File: src/rtl/uart_pkg.sv
// uart_pkg: shared constants and types for the UART baud generator.
//   DIV_W      default width of the integer divisor
//   FRAC_W     default width of the fractional divisor (LSB = 1/2^FRAC_W)
//   MIN_DIV    smallest divisor the generator will run at
//   baud_cfg_t divisor pair {int_div, frac} as offered by the CSR block
//   default_div() clock cycles per oversample tick for a given baud rate
package uart_pkg;

  localparam int DIV_W   = 16;
  localparam int FRAC_W  = 4;
  localparam int MIN_DIV = 2;

  typedef struct packed {
    logic [DIV_W-1:0]  int_div;
    logic [FRAC_W-1:0] frac;
  } baud_cfg_t;

  function automatic int default_div(input int clk_hz, input int baud, input int sample_rate);
    return clk_hz / (baud * sample_rate);
  endfunction

endpackage

File: src/rtl/baud_div_channel.sv
// baud_div_channel: one baud timing channel (period counter, optional
// fractional accumulator with extend flag, registered tick).
// Optional feature macro: FRAC_BAUD_EN (fractional accumulator and extend).
// Ports:
//   clock, reset  system clock, asynchronous active-high reset
//   en            channel enable; when low the channel is held cleared
//   align         realign: load cnt from align_cnt, clear acc/extend/tick
//   align_cnt     counter value loaded on align
//   div_int       integer period (already clamped to >= 2)
//   div_frac      fractional period increment
//   tick          one-cycle registered pulse at each period end
//   wrap          combinational: this edge is a terminal count (tick next)
module baud_div_channel
  import uart_pkg::*;
#(
  parameter int DIV_W  = uart_pkg::DIV_W,
  parameter int FRAC_W = uart_pkg::FRAC_W
) (
  input  logic              clock,
  input  logic              reset,
  input  logic              en,
  input  logic              align,
  input  logic [DIV_W-1:0]  align_cnt,
  input  logic [DIV_W-1:0]  div_int,
  input  logic [FRAC_W-1:0] div_frac,
  output logic              tick,
  output logic              wrap
);

  logic [DIV_W-1:0] cnt;
  logic             extend;
  logic             last;

  // Period is div_int, or div_int+1 when extended; compare against P-1
  // without forming P so div_int at full scale cannot overflow.
  assign last = extend ? (cnt == div_int) : (cnt == div_int - DIV_W'(1));
  // Align wins over a coincident terminal count.
  assign wrap = en & ~align & last;

  always_ff @(posedge clock or posedge reset) begin
    if (reset) begin
      cnt  <= '0;
      tick <= 1'b0;
    end else if (!en) begin
      cnt  <= '0;
      tick <= 1'b0;
    end else if (align) begin
      cnt  <= align_cnt;
      tick <= 1'b0;
    end else if (last) begin
      cnt  <= '0;
      tick <= 1'b1;
    end else begin
      cnt  <= cnt + DIV_W'(1);
      tick <= 1'b0;
    end
  end

`ifdef FRAC_BAUD_EN
  logic [FRAC_W-1:0] acc;

  // The carry out of the fractional sum stretches the next period by one.
  always_ff @(posedge clock or posedge reset) begin
    if (reset) begin
      acc    <= '0;
      extend <= 1'b0;
    end else if (!en || align) begin
      acc    <= '0;
      extend <= 1'b0;
    end else if (last) begin
      {extend, acc} <= {1'b0, acc} + {1'b0, div_frac};
    end
  end
`else
  logic unused_div_frac;

  assign extend          = 1'b0;
  assign unused_div_frac = ^div_frac;
`endif

endmodule

File: src/rtl/uart_baud_gen.sv
// uart_baud_gen: runtime-programmable UART baud generator with independent
// RX (oversample, mid-bit aligned) and TX (bit period) timing channels.
// Optional feature macro: FRAC_BAUD_EN (fractional divisor support; when
// undefined cfg_frac is ignored and periods are exactly the integer divisor).
// Ports:
//   clock, reset  system clock, asynchronous active-high reset
//   cfg_valid     new divisor offered
//   cfg_ready     divisor can be accepted (both channels disabled)
//   cfg_int       integer divisor, clock cycles per oversample tick
//   cfg_frac      fractional divisor
//   rx_en         RX channel enable
//   rx_start      start-bit edge seen; realign RX phase to mid-sample
//   rx_tick       one-cycle oversample pulse
//   tx_en         TX channel enable
//   tx_start      frame start; restart TX bit timing
//   tx_tick       one-cycle bit-period pulse
module uart_baud_gen
  import uart_pkg::*;
#(
  parameter int CLK_HZ       = 25000000,
  parameter int DEFAULT_BAUD = 9600,
  parameter int SAMPLE_RATE  = 16,
  parameter int DIV_W        = uart_pkg::DIV_W,
  parameter int FRAC_W       = uart_pkg::FRAC_W
) (
  input  logic              clock,
  input  logic              reset,
  input  logic              cfg_valid,
  output logic              cfg_ready,
  input  logic [DIV_W-1:0]  cfg_int,
  input  logic [FRAC_W-1:0] cfg_frac,
  input  logic              rx_en,
  input  logic              rx_start,
  output logic              rx_tick,
  input  logic              tx_en,
  input  logic              tx_start,
  output logic              tx_tick
);

  localparam logic [DIV_W-1:0] DEFAULT_DIV =
    DIV_W'(default_div(CLK_HZ, DEFAULT_BAUD, SAMPLE_RATE));
  localparam int BIT_W = $clog2(SAMPLE_RATE);

  function automatic logic [DIV_W-1:0] clamp_div(input logic [DIV_W-1:0] d);
    return (d < DIV_W'(MIN_DIV)) ? DIV_W'(MIN_DIV) : d;
  endfunction

  logic [DIV_W-1:0]  div_int_q;
  logic [FRAC_W-1:0] div_frac_q;
  logic              tx_os_tick;
  logic              tx_wrap;
  logic              rx_wrap_unused;
  logic [BIT_W-1:0]  bit_cnt;

  // Divisor may only change while both channels are idle.
  assign cfg_ready = ~rx_en & ~tx_en;

  always_ff @(posedge clock or posedge reset) begin
    if (reset) begin
      div_int_q <= DEFAULT_DIV;
    end else if (cfg_valid && cfg_ready) begin
      div_int_q <= clamp_div(cfg_int);
    end
  end

`ifdef FRAC_BAUD_EN
  always_ff @(posedge clock or posedge reset) begin
    if (reset) begin
      div_frac_q <= '0;
    end else if (cfg_valid && cfg_ready) begin
      div_frac_q <= cfg_frac;
    end
  end
`else
  logic unused_cfg_frac;

  assign div_frac_q      = '0;
  assign unused_cfg_frac = ^cfg_frac;
`endif

  // RX realigns to half a period so later ticks land mid-sample.
  baud_div_channel #(
    .DIV_W  (DIV_W),
    .FRAC_W (FRAC_W)
  ) u_rx (
    .clock     (clock),
    .reset     (reset),
    .en        (rx_en),
    .align     (rx_start),
    .align_cnt (div_int_q >> 1),
    .div_int   (div_int_q),
    .div_frac  (div_frac_q),
    .tick      (rx_tick),
    .wrap      (rx_wrap_unused)
  );

  baud_div_channel #(
    .DIV_W  (DIV_W),
    .FRAC_W (FRAC_W)
  ) u_tx (
    .clock     (clock),
    .reset     (reset),
    .en        (tx_en),
    .align     (tx_start),
    .align_cnt ('0),
    .div_int   (div_int_q),
    .div_frac  (div_frac_q),
    .tick      (tx_os_tick),
    .wrap      (tx_wrap)
  );

  // Bit counter counts the registered oversample ticks, so it lags the
  // oversample terminal count by one edge. The TX tick is therefore taken
  // from the terminal count that ends the SAMPLE_RATE-th oversample period
  // while the counter already shows SAMPLE_RATE-1; the counter wraps on the
  // following edge when that period's oversample tick is counted.
  always_ff @(posedge clock or posedge reset) begin
    if (reset) begin
      bit_cnt <= '0;
      tx_tick <= 1'b0;
    end else if (!tx_en || tx_start) begin
      bit_cnt <= '0;
      tx_tick <= 1'b0;
    end else begin
      if (tx_os_tick) begin
        bit_cnt <= (bit_cnt == BIT_W'(SAMPLE_RATE - 1)) ? '0 : bit_cnt + BIT_W'(1);
      end
      tx_tick <= tx_wrap && (bit_cnt == BIT_W'(SAMPLE_RATE - 1));
    end
  end

endmodule

File: config.mk
export PLATFORM = sky130hd
export DESIGN_NAME = uart_baud_gen
export DESIGN_NICKNAME = d
export VERILOG_FILES = /design/src/rtl/uart_pkg.sv /design/src/rtl/baud_div_channel.sv /design/src/rtl/uart_baud_gen.sv
export SDC_FILE = /design/constraint.sdc
export NUM_CORES = 1
export LEC_CHECK = 0
export CAP_MARGIN = 20
export CORE_MARGIN = 8
export CORE_UTILIZATION = 45
export CTS_CLUSTER_DIAMETER = 50
export CTS_CLUSTER_SIZE = 14
export DETAILED_ROUTE_END_ITERATION = 7
export GPL_ROUTABILITY_DRIVEN = 0
export GPL_TIMING_DRIVEN = 1
export PLACE_DENSITY = 0.73
export RECOVER_POWER = 25
export SLEW_MARGIN = 30
export SYNTH_ARGS = -nofsm -noshare
export SYNTH_HDL_FRONTEND = slang
export SYNTH_SLANG_ARGS = --single-unit
export TNS_END_PERCENT = 30
File: constraint.sdc
create_clock -name clock -period 8.18 [get_ports clock]
set_clock_uncertainty 0.1 [all_clocks]
set_input_delay 1.636 -clock clock [delete_from_list [all_inputs] [get_ports clock]]
set_output_delay 1.636 -clock clock [all_outputs]
set_load 0.005 [all_outputs]
* After elaboration in Yosys (flattened, before gate mapping)
Cells that the tools add are included.
** Cells by class
- Bitwise operators :: 6
- Reductions and logical operators :: 5
- Multiplexer cells :: 17
- Equality and inequality tests :: 3
- Add/sub/neg operators :: 4
- $lt $le $gt $ge :: 1
** Operators with widths (count)
- 2-to-1 mux 16 bit :: 7
- adder 16 x 1 -> 16 bit, second input constant :: 2
- == test 16 bit :: 2
- less-than comparator 16 x 2 -> 1 bit, second input constant :: 1
- subtractor 16 x 1 -> 16 bit, second input constant :: 1
- 2-to-1 mux 4 bit :: 3
- 2-to-1 mux 1 bit :: 7
- adder 4 x 1 -> 4 bit, second input constant :: 1
- == test 4 bit, second input constant :: 1
- bitwise AND 1 bit :: 3
- inverter 1 bit :: 3
- logical AND 1 bit :: 2
- nonzero test 2 bit :: 1
- logical NOT 1 bit :: 1
- logical OR 1 bit :: 1
** Word-level totals
- Bits of input ports :: 27
- Logic and storage cells :: 43
- Bits in registers :: 55
- Output and inout port bits :: 3

* Logic depth before layout (Yosys ltp)
Gate-level depths: netlist of the first run.
- Word-level depth :: 5
- Mapped depth :: 11
- Gate-level depth less buffers :: 8

* Cells and area by module
A second synthesis of the first run with hierarchy kept.
** Second synthesis, totals
- Cell total of the unflattened synthesis :: 429
- Area total of the unflattened synthesis :: 4179.0 µm²
** Modules (own cells, without submodules)
- baud_div_channel :: sequential area each 425.4 µm², area an instance 1627.8 µm², instances 2, cells each 180
- uart_baud_gen :: sequential area each 529.3 µm², area an instance 923.4 µm², instances 1, cells each 69

* Worst setup path after synthesis of the first run
No wires, ideal clock.
- Kind :: in2out
- Start point :: input port tx_en
- End point :: output port cfg_ready
- Path slack :: 4.682 ns
- Required time :: 6.444 ns
- Stages on the path :: 1
- Path buffers :: 0
- Data arrival time :: 1.762 ns
- Path through :: nor2_1
** Between the ends
- Cells in the longest elaborated chain, start to end :: 2
** RTL lines
- start, declared :: line uart_baud_gen.sv:35 : input logic tx_en,
- inverter 1 bit :: line uart_baud_gen.sv:56 : assign cfg_ready = ~rx_en & ~tx_en;
- bitwise AND 1 bit :: line uart_baud_gen.sv:56
- end, declared :: line uart_baud_gen.sv:29 : output logic cfg_ready,
No other way between the ends.

==> results of run 1 <==
==> how the worst max path moves through the flow <==
stage / startpoint / endpoint / cells after the start
2_1_floorplan: tx_en / cfg_ready / 1
3_3_place_gp: tx_en / cfg_ready / 3
3_5_place_dp: tx_en / cfg_ready / 3
4_1_cts: tx_en / cfg_ready / 3
5_1_grt: reset / u_rx.cnt[12]$_DFF_PP0_ / 3
6_report: reset / u_rx.cnt[6]$_DFF_PP0_ / 3
==> logic make-up (layout without fill, tap and decap cells) <==
kind of cell | Yosys count | in the layout
simple gates | 145 | 145
compound gates | 82 | 82
xor+xnor | 74 | 74
flops | 55 | 55
buf+inv | 44 | 46
mux | 15 | 15
fa+ha+maj | 4 | 4
==> metal layers <==
metal / up-vias / part of all wire (%) / GRT usage [%] / wire length [um]
li1: 1511 / - / - / -
met1: 1598 / 47 / 21.8 / 4410
met2: 99 / 45 / 25.2 / 4220
met3: 11 / 5.6 / 2.38 / 518
met4: 0 / 1.5 / 5.23 / 137
met5: - / 0 / 0 / 0
==> state kept, by name, indices dropped and copies added, names as in the netlist <==
signal / flops
div_int_q: 16
u_rx.cnt: 16
u_tx.cnt: 16
bit_cnt: 4
tx_tick: 1
u_rx.tick: 1
u_tx.tick: 1
==> worst min-delay path, cell delays in order (launching register included) <==
cell and delay, ns:
dfrtp_1 0.41, o21ai_0 0.08, a21oi_1 0.06
==> layout make-up <==
cell class | count | area share (%)
clock buffers | 6 | 1.67
clock inverters | 2 | 0.288
inverters | 9 | 0.778
multi-input cells | 320 | 55.9
flip-flops and latches | 55 | 31.8
well taps | 108 | 3.11
repair buffers | 29 | 6.46
==> cells in the final DEF, fill, tap and decap left out, drive strengths merged, types with 2 or more instances in the layout <==
| master | count |
|---|---|
| a41oi | 16 |
| xor2 | 20 |
| inv | 8 |
| ha | 4 |
| clkbuf | 7 |
| mux2i | 2 |
| dfstp | 3 |
| o2111ai | 4 |
| o21ai | 8 |
| clkinv | 2 |
| nor2 | 19 |
| mux2 | 13 |
| nand3 | 19 |
| and2 | 3 |
| a21oi | 9 |
| nor4 | 10 |
| o211ai | 2 |
| buf | 3 |
| nor3 | 10 |
| xnor3 | 5 |
| nor2b | 5 |
| a22oi | 3 |
| nand2b | 3 |
| a31oi | 4 |
| or3 | 5 |
| and4 | 3 |
| dfrtp | 52 |
| nand4 | 11 |
| a211oi | 16 |
| or4 | 2 |
| nand2 | 45 |
| clkdlybuf4s50 | 24 |
| a21boi | 12 |
| and3 | 5 |
| xnor2 | 48 |
==> through the flow <==
step / area [sq um] / cells / utilization (%)
6_report: 4340 / 529 / 50.0
5_1_grt: 4340 / 529 / 50.0
2_1_floorplan: 4000 / 419 / -
3_5_place_dp: 4260 / 521 / 49.1
4_1_cts: 4350 / 529 / 50.1
3_3_place_gp: 4250 / 520 / 48.9
==> report_power, final <==
group | total (W) | switching [W] | internal, W
Clock | 0.000151 | 0.0000913 | 0.0000601
Combinational | 0.000220 | 0.000115 | 0.000105
Sequential | 0.000355 | 0.0000591 | 0.000296
Total | 0.000726 | 0.000265 | 0.000461
==> results_dict.tcl, run 1 <==
set metrics [dict create \
    synth_xor_area_share_pct 18.3 \
    grt_pass1_vias 3148 \
    io_buffers 25 \
    setup_tns_ns 0 \
    totalWireLength_um 9290 \
    multiInputGateArea_sq_mm 0.00243 \
    clockRootBuffer "clkbuf_8" \
    wl_per_cell_um 17.6 \
    numCtsBuffers 5 \
    cts.htree.levels 2 \
    synthSimpleGateAreaFrac_pct 20.1 \
    min_period_ns 4.59 \
    cts_resized 0 \
    fin_ws_ns 3.59 \
    violations "max-capacitance violations, max-slew violations" \
    clk_pin_slew_worst_paths_ns 0.10 \
    grt.overflow.total 0 \
    reg2reg_from "div_int_q[0]$_DFFE_PP0P_" \
    via_per_inst 6.09 \
    synth-adder-area-share_pct 1.25 \
    hold_violations 0 \
    track_usage_pct 15.9 \
    holdWs_ns 0.479 \
    yosys-top-cells-count "52 x dfrtp_1, 48 x xnor2_1, 45 x nand2_1" \
    initial_core_util_pct 46.1 \
    dieWidth_um 110 \
    rsz0062_at_grt "no" \
    ys_seq_area_share_pct 34.5 \
    synth-edff-count 0 \
    synth_top_family_by_area "simple AND/OR/NAND/NOR gates" \
    num_vias 3219 \
    drive_gt1_share_pct 11.4 \
    max_freq_ghz 0.218 \
    synth_ff_type "dfrtp_1" \
    netlist.area_leader.share_pct 32.6 \
    dieArea_sq_mm 0.0122 \
    drtIter0Drc 255 \
    postSynth.asyncResetShare_pct 100 \
    cp_max_fo 55 \
    cp.required_ns 7.89 \
    hold_end "bit_cnt[3]$_DFFE_PP0P_" \
    hold_buffers 0 \
    grt_first_pass_wirelength_um 15500 \
    synth_cell_types 56 \
    cts_sinks 55 \
    ant_nets 0 \
    leakage_nw 1.58 \
    cp.arrival_ns 4.30 \
    diodes 0 \
    hpwlAfterDp_um 6800 \
    start_kind "primary input" \
    critical-path-max-stage-delay_ns 2.04 \
    hold_path_class "flop to flop" \
    synth_compound_area_share_pct 16.8 \
    nNetsFinal 451 \
    power.density_mw_per_mm2 167 \
    syn_inst 419 \
    crit_type "primary input to async pin" \
    cap_violations 1 \
    reg2reg_depth 9 \
    path_cells "dlygate4sd3_1 > clkinv_1 > clkbuf_1" \
    r2r_setup_slack_ns 4.82 \
    tightestPinTransition_ns 2.89 \
    crit_path_end_kind "async pin" \
    nFillCells 832 \
    synth_area_leader_cell "dfrtp_1" \
    synthMuxAreaShare_pct 4.16 \
    ir_drop_uv 109 \
    synth_area_leaders "dfrtp_1 33%, xnor2_1 11%, xor2_1 4.4%" \
    synth-seq-cells 55 \
    synth.avg_cell_area_sq_um 9.54 \
    power_w 0.000726 \
    slew_headroom_pct -93.0 \
    hold_start "bit_cnt[3]$_DFFE_PP0P_" \
    core_sq_mm 0.00868 \
    dp_slack_ns 3.62 \
    whs_path_depth 2 \
    die_h_um 110 \
    setup_violations 0 \
    crit_family "buffers and inverters" \
    first_pass_iters 6 \
    crit_path_top_delay_cell "clkbuf_1" \
    seq_area_sq_mm 0.00138 \
    worst-path-buf-inv 3 \
    syn_nets 450 \
    yosys_warnings 0 \
    ioPinCount 30 \
    clk_latency_ns 0.32 \
    syn2layout_area_growth_pct 8.61 \
    outcome "complete, but fails checks" \
    cts_tree "yes" \
    slew_viol_final 56 \
    drc 0 \
    worst_r2r_endpoint "u_rx.cnt[0]$_DFF_PP0_" \
    syn_area_sq_mm 0.00400 \
    grt_max_degree 56 \
    synth.most_common_cell "dfrtp_1" \
    fin_crit_sh_pct 56.1 \
    post_cts_buffers 0 \
    row_count 34 \
    clk_path_buf_depth 2 \
    antenna_found_initial 0 \
]
Note: power is estimated with default switching activity, not from simulation.
==> run 2, diff against run 1 <==
--- a/config.mk
+++ b/config.mk
@@ -13,7 +13,7 @@
 export DETAILED_ROUTE_END_ITERATION = 7
 export GPL_ROUTABILITY_DRIVEN = 0
 export GPL_TIMING_DRIVEN = 1
-export PLACE_DENSITY = 0.73
+export PLACE_DENSITY = 0.75
 export RECOVER_POWER = 25
 export SLEW_MARGIN = 30
 export SYNTH_ARGS = -nofsm -noshare
==> constraint.sdc (replaced) <==
create_clock -name clock -period 3.8 [get_ports clock]
set_clock_uncertainty 0.1 [all_clocks]
set_input_delay 0.76 -clock clock [delete_from_list [all_inputs] [get_ports clock]]
set_output_delay 0.76 -clock clock [all_outputs]
set_load 0.005 [all_outputs]
==> run 2 against run 1 <==
Net effect: the run now ends clean; flip-flop and latch count did not move; cell area up 0.75%; global-route usage up 0.098 points; largest cell class unchanged; via count shrank 1.7%; worst setup slack lost 2.9 ns; clock-buffer cell count decreased by 1; final cell count grew 0.19%.
==> results_dict.tcl, run 2 (synthesis results as in run 1) <==
set metrics [dict create \
    outcome "finished, final reports clean" \
    power_w 0.00163 \
    crit_family "simple AND/OR/NAND/NOR gates" \
    reg2reg_from "div_int_q[0]$_DFFE_PP0P_" \
    critical-path-max-stage-delay_ns 0.56 \
    setup.worst_path.start "div_int_q[0]$_DFFE_PP0P_" \
    crit_type "flop to flop" \
    reg_top3 "div_int_q x16, u_rx.cnt x16, u_tx.cnt x16" \
    initial_core_util_pct 46.1 \
    drc 0 \
    final_cell_mix "52 x dfrtp_1, 48 x xnor2_1, 45 x nand2_1" \
    dieWidth_um 110 \
    power.density_mw_per_mm2 373 \
    grt_pass1_vias 3124 \
    dieArea_sq_mm 0.0122 \
    reg2reg_depth 8 \
    grt_first_pass_wirelength_um 15500 \
    rsz0062_at_grt "no" \
    setup_violations 0 \
    syn2layout_area_growth_pct 9.42 \
    crit_path_top_delay_cell "and3_1" \
    ioPinCount 30 \
    layoutNonFillerInstCount 530 \
    placed_cell_area_sq_mm 0.00426 \
    clockRootBuffer "clkbuf_8" \
    numCtsBuffers 5 \
    crit_path_end "u_tx.cnt[15]$_DFF_PP0_" \
    slew_viol_final 0 \
    leakage_nw 1.61 \
    slew_headroom_pct 20.9 \
    ant_nets 0 \
    crit_path_end_kind "flop" \
    worst_r2r_endpoint "u_tx.cnt[15]$_DFF_PP0_" \
    antenna_found_initial 0 \
    die_h_um 110 \
    cp_max_fo 16 \
    grt_max_degree 31 \
    start_kind "flop" \
    clk_path_buf_depth 2 \
    drtIter0Drc 241 \
    core_sq_mm 0.00868 \
    cap_violations 0 \
    tightestPinTransition_ns 1.19 \
    cp.required_ns 3.87 \
    wl_per_cell_um 17.2 \
    first_pass_iters 4 \
    min_period_ns 3.08 \
    hpwlAfterDp_um 6790 \
    holdWs_ns 0.448 \
    worst-path-buf-inv 1 \
    hold_violations 0 \
    grt.overflow.total 0 \
    via_per_inst 5.97 \
    row_count 34 \
    mostFrequentLayoutCell "dfrtp_1" \
    cts.htree.levels 2 \
    drive_gt1_share_pct 11.8 \
    nNetsFinal 452 \
    totalWireLength_um 9110 \
    cts_sinks 55 \
    hold_buffers 0 \
    final_area_sq_mm 0.00437 \
    fin_crit_sh_pct 81.0 \
    io_buffers 25 \
    setup_tns_ns 0 \
    path_depth 8 \
    track_usage_pct 16.0 \
    path_cells "inv_1 > ha_1 > nor4b_2 > nand3_1 > mux2_2 > mux2i_1 > and3_1 > a211oi_1" \
    diodes 0 \
    cts_resized 0 \
    cts_tree "yes" \
    num_vias 3164 \
    clk_latency_ns 0.32 \
    dp.cells 522 \
    hold_path_class "flop to flop" \
    post_cts_buffers 0 \
    clk_pin_slew_worst_paths_ns 0.10 \
    ir_drop_uv 201 \
    r2r_setup_slack_ns 0.72 \
    max_freq_ghz 0.325 \
    cp.arrival_ns 3.15 \
]
==> run 2: cell types whose count changed in the layout (fill, tap and decap cells not counted), sizes merged <==
cell      before  now
buf            3    5
clkbuf         7    5
bufinv         0    1
clkinvlp       1    0
inv            8    9
==> run 2: worst min-delay path by stage <==
| stage | start | end | slack, ns | depth (start not counted) |
|---|---|---|---|---|
| after floorplan | u_tx.cnt[0]$_DFF_PP0_ | u_tx.cnt[0]$_DFF_PP0_ | 0.40 | 1 |
| after global placement | u_tx.cnt[0]$_DFF_PP0_ | u_tx.cnt[0]$_DFF_PP0_ | 0.43 | 1 |
| after detailed placement | u_tx.cnt[0]$_DFF_PP0_ | u_tx.cnt[0]$_DFF_PP0_ | 0.44 | 1 |
| after CTS | u_tx.cnt[0]$_DFF_PP0_ | u_tx.cnt[0]$_DFF_PP0_ | 0.46 | 1 |
| after global routing | u_tx.cnt[0]$_DFF_PP0_ | u_tx.cnt[0]$_DFF_PP0_ | 0.48 | 1 |
| final | u_tx.cnt[0]$_DFF_PP0_ | u_tx.cnt[0]$_DFF_PP0_ | 0.45 | 1 |
==> run 2: power by group <==
group | leakage [nW] | internal (W) | switching [W]
sequential | 0.720 | 0.000637 | 0.000125
combinational | 0.832 | 0.000227 | 0.000244
clock | 0.0581 | 0.000197 | 0.000202
total | 1.61 | 0.00106 | 0.000570
==> run 2: stage by stage <==
| stage | worst slack (ns) | utilization, % |
|---|---|---|
| floorplan | 0.992 | - |
| global placement | 0.808 | 49.1 |
| detailed placement | 0.773 | 49.1 |
| CTS | 0.747 | 50.4 |
| global route | 0.389 | 50.4 |
| finish | 0.723 | 50.4 |
==> run 2: routing by layer <==
metal  up-vias  GRT usage, %  part of all wire (%)
met5         -             0                     0
li1       1516             -                     -
met2        79          24.7                    45
met4         0          5.52                   1.2
met3         6          2.56                   4.4
met1      1563          22.3                    49
==> run 2: cell type report <==
class,instances,area (sq um)
Clock buffer,5,68.8
Clock inverter,3,43.8
Fill cell,830,4300
Inverter,9,33.8
Multi-Input combinational cell,320,2420
Sequential cell,55,1380
Tap cell,108,135
Timing Repair Buffer,30,288
==> run 2: worst register-to-register path, stage by stage (launching register included) <==
cell and delay, ns:
dfrtp_1 0.48, inv_1 0.11, ha_1 0.27, nor4b_2 0.45, nand3_1 0.27, mux2_2 0.33, mux2i_1 0.17, and3_1 0.56
a211oi_1 0.17
==> run 3, diff against run 2 <==
--- a/config.mk
+++ b/config.mk
@@ -13,7 +13,7 @@
 export DETAILED_ROUTE_END_ITERATION = 7
 export GPL_ROUTABILITY_DRIVEN = 0
 export GPL_TIMING_DRIVEN = 1
-export PLACE_DENSITY = 0.75
+export PLACE_DENSITY = 0.73
 export RECOVER_POWER = 25
 export SLEW_MARGIN = 30
 export SYNTH_ARGS = -nofsm -noshare
==> constraint.sdc (replaced) <==
create_clock -name clock -period 3 [get_ports clock]
set_clock_uncertainty 0.1 [all_clocks]
set_input_delay 0.6 -clock clock [delete_from_list [all_inputs] [get_ports clock]]
set_output_delay 0.6 -clock clock [all_outputs]
set_load 0.005 [all_outputs]
==> run 3 against run 2 <==
Net effect: flip-flop and latch count did not move; cell area rose by 2.4%; largest cell class unchanged; total power rose by 29%.
==> results_dict.tcl, run 3 (synthesis results as in run 1) <==
set metrics [dict create \
    clk_pin_slew_worst_paths_ns 0.10 \
    nNetsFinal 462 \
    cp.arrival_ns 2.91 \
    num_vias 3217 \
    outcome "finished, final reports clean" \
    p_switching_w 0.000732 \
    core_sq_mm 0.00868 \
    holdWs_ns 0.455 \
    leakage_nw 1.66 \
    worst_r2r_endpoint "u_rx.cnt[0]$_DFF_PP0_" \
    crit_path_top_delay_cell "or4b_4" \
    antenna_found_initial 0 \
    setup_tns_ns 0 \
    grt_pass1_vias 3237 \
    reg2reg_depth 8 \
    diodes 0 \
    totalWireLength_um 9570 \
    cts.htree.levels 2 \
    setup_violations 0 \
    reg2reg_from "div_int_q[2]$_DFFE_PP0P_" \
    crit_type "flop to flop" \
    max_freq_ghz 0.353 \
    wl_per_cell_um 17.7 \
    whs_path_depth 1 \
    r2r_setup_slack_ns 0.17 \
    seq_power_share_pct 44.7 \
    clockRootBuffer "clkbuf_8" \
    cp_max_fo 16 \
    p_comb_share_pct 31.8 \
    numCtsBuffers 5 \
    grt.overflow.total 0 \
    grt_max_degree 29 \
    min_period_ns 2.83 \
    hold_path_class "flop to flop" \
    hpwlAfterDp_um 7160 \
    crit_family "simple AND/OR/NAND/NOR gates" \
    slew_headroom_pct 26.6 \
    clockPowerShare_pct 23.4 \
    dieWidth_um 110 \
    initial_core_util_pct 46.1 \
    syn2layout_area_growth_pct 12.1 \
    p_sw_share_pct 34.8 \
    via_per_inst 5.96 \
    reg_top3 "div_int_q x16, u_rx.cnt x16, u_tx.cnt x16" \
    io_buffers 25 \
    hold_start "u_tx.cnt[0]$_DFF_PP0_" \
    power_w 0.00211 \
    cap_violations 0 \
    slew_viol_final 0 \
    critical-path-max-stage-delay_ns 0.57 \
    mostFrequentLayoutCell "dfrtp_1" \
    p_int_w 0.00137 \
    row_count 34 \
    crit_path_end_kind "flop" \
    final_cell_mix "52 x dfrtp_1, 48 x xnor2_1, 45 x nand2_1" \
    clk_latency_ns 0.31 \
    drive_gt1_share_pct 13.9 \
    path_cells "buf_4 > or4b_4 > nor2_2 > xnor2_1 > a311o_1 > nor4_4 > buf_12 > a41oi_1" \
    hold_violations 0 \
    grt_first_pass_wirelength_um 16100 \
    ir_drop_uv 288 \
    start_kind "flop" \
    drtIter0Drc 296 \
    power.density_mw_per_mm2 470 \
    final_area_sq_mm 0.00448 \
    fin_crit_sh_pct 94.5 \
    tightestPinTransition_ns 1.10 \
    track_usage_pct 16.6 \
    drc 0 \
    die_h_um 110 \
    ioPinCount 30 \
    placed_cell_area_sq_mm 0.00436 \
    ant_nets 0 \
    cp.required_ns 3.08 \
    first_pass_iters 5 \
    hold_end "u_tx.cnt[0]$_DFF_PP0_" \
    cts_tree "yes" \
    cts_sinks 55 \
    clk_path_buf_depth 2 \
    worst-path-buf-inv 2 \
    dieArea_sq_mm 0.0122 \
]
run 3: changes by cell type in the layout (fill, tap and decap cells not counted), moves of 2 or more:
cell	delta
nor4_2	+2
buf_4	+8
nor4_1	-2
clkbuf_1	+2
run 3: cell type report:
class	count	area (sq um)
Clock buffer	7	76.3
Sequential cell	55	1380
Fill cell	829	4200
Clock inverter	1	30.0
Multi-Input combinational cell	320	2450
Inverter	9	33.8
Timing Repair Buffer	40	373
Tap cell	108	135
run 3: what timing repair did:
item / 4_1_cts / 5_1_grt
hold buffers: 0 / 0
gates resized for setup: 0 / 4
setup endpoints to repair: 0 / 27
buffers inserted: 0 / 0
run 3: power by group through the flow:
stage	clock network (W)	registers (W)	logic, W
floorplan	0	0.000858	0.000562
global placement	0	0.000952	0.000634
detailed placement	0	0.000954	0.000653
CTS	0.000502	0.000939	0.000659
global route	0.000532	0.000957	0.000726
finish	0.000494	0.000942	0.000670
run 3: routing by layer:
metal / GRT usage (%) / share of wire [%]
met4: 5.61 / 1.8
met1: 22.7 / 47
met3: 2.67 / 5.1
met5: 0 / 0
met2: 25.9 / 46
run 3: worst max-delay path by stage:
| stage | cells past startpoint | slack, ns | to | startpoint |
|---|---|---|---|---|
| finish | 8 | 0.17 | u_rx.cnt[0]$_DFF_PP0_ | div_int_q[2]$_DFFE_PP0P_ |
| CTS | 9 | 0.09 | u_rx.cnt[10]$_DFF_PP0_ | div_int_q[1]$_DFFE_PP1P_ |
| detailed placement | 9 | 0.19 | u_rx.cnt[14]$_DFF_PP0_ | div_int_q[1]$_DFFE_PP1P_ |
| global route | 7 | -0.01 | u_tx.cnt[4]$_DFF_PP0_ | div_int_q[2]$_DFFE_PP0P_ |
| global placement | 9 | 0.22 | u_rx.cnt[0]$_DFF_PP0_ | div_int_q[1]$_DFFE_PP1P_ |
| floorplan | 10 | 0.19 | u_rx.cnt[10]$_DFF_PP0_ | div_int_q[0]$_DFFE_PP0P_ |
run 3: through the flow:
step | util [%] | setup WS [ns] | std cells
after CTS | 51.5 | 0.0851 | 540
after detailed placement | 50.3 | 0.188 | 532
after floorplan | - | 0.192 | 419
final | 51.6 | 0.166 | 540
after global placement | 50.3 | 0.223 | 532
after global routing | 51.6 | -0.00985 | 540
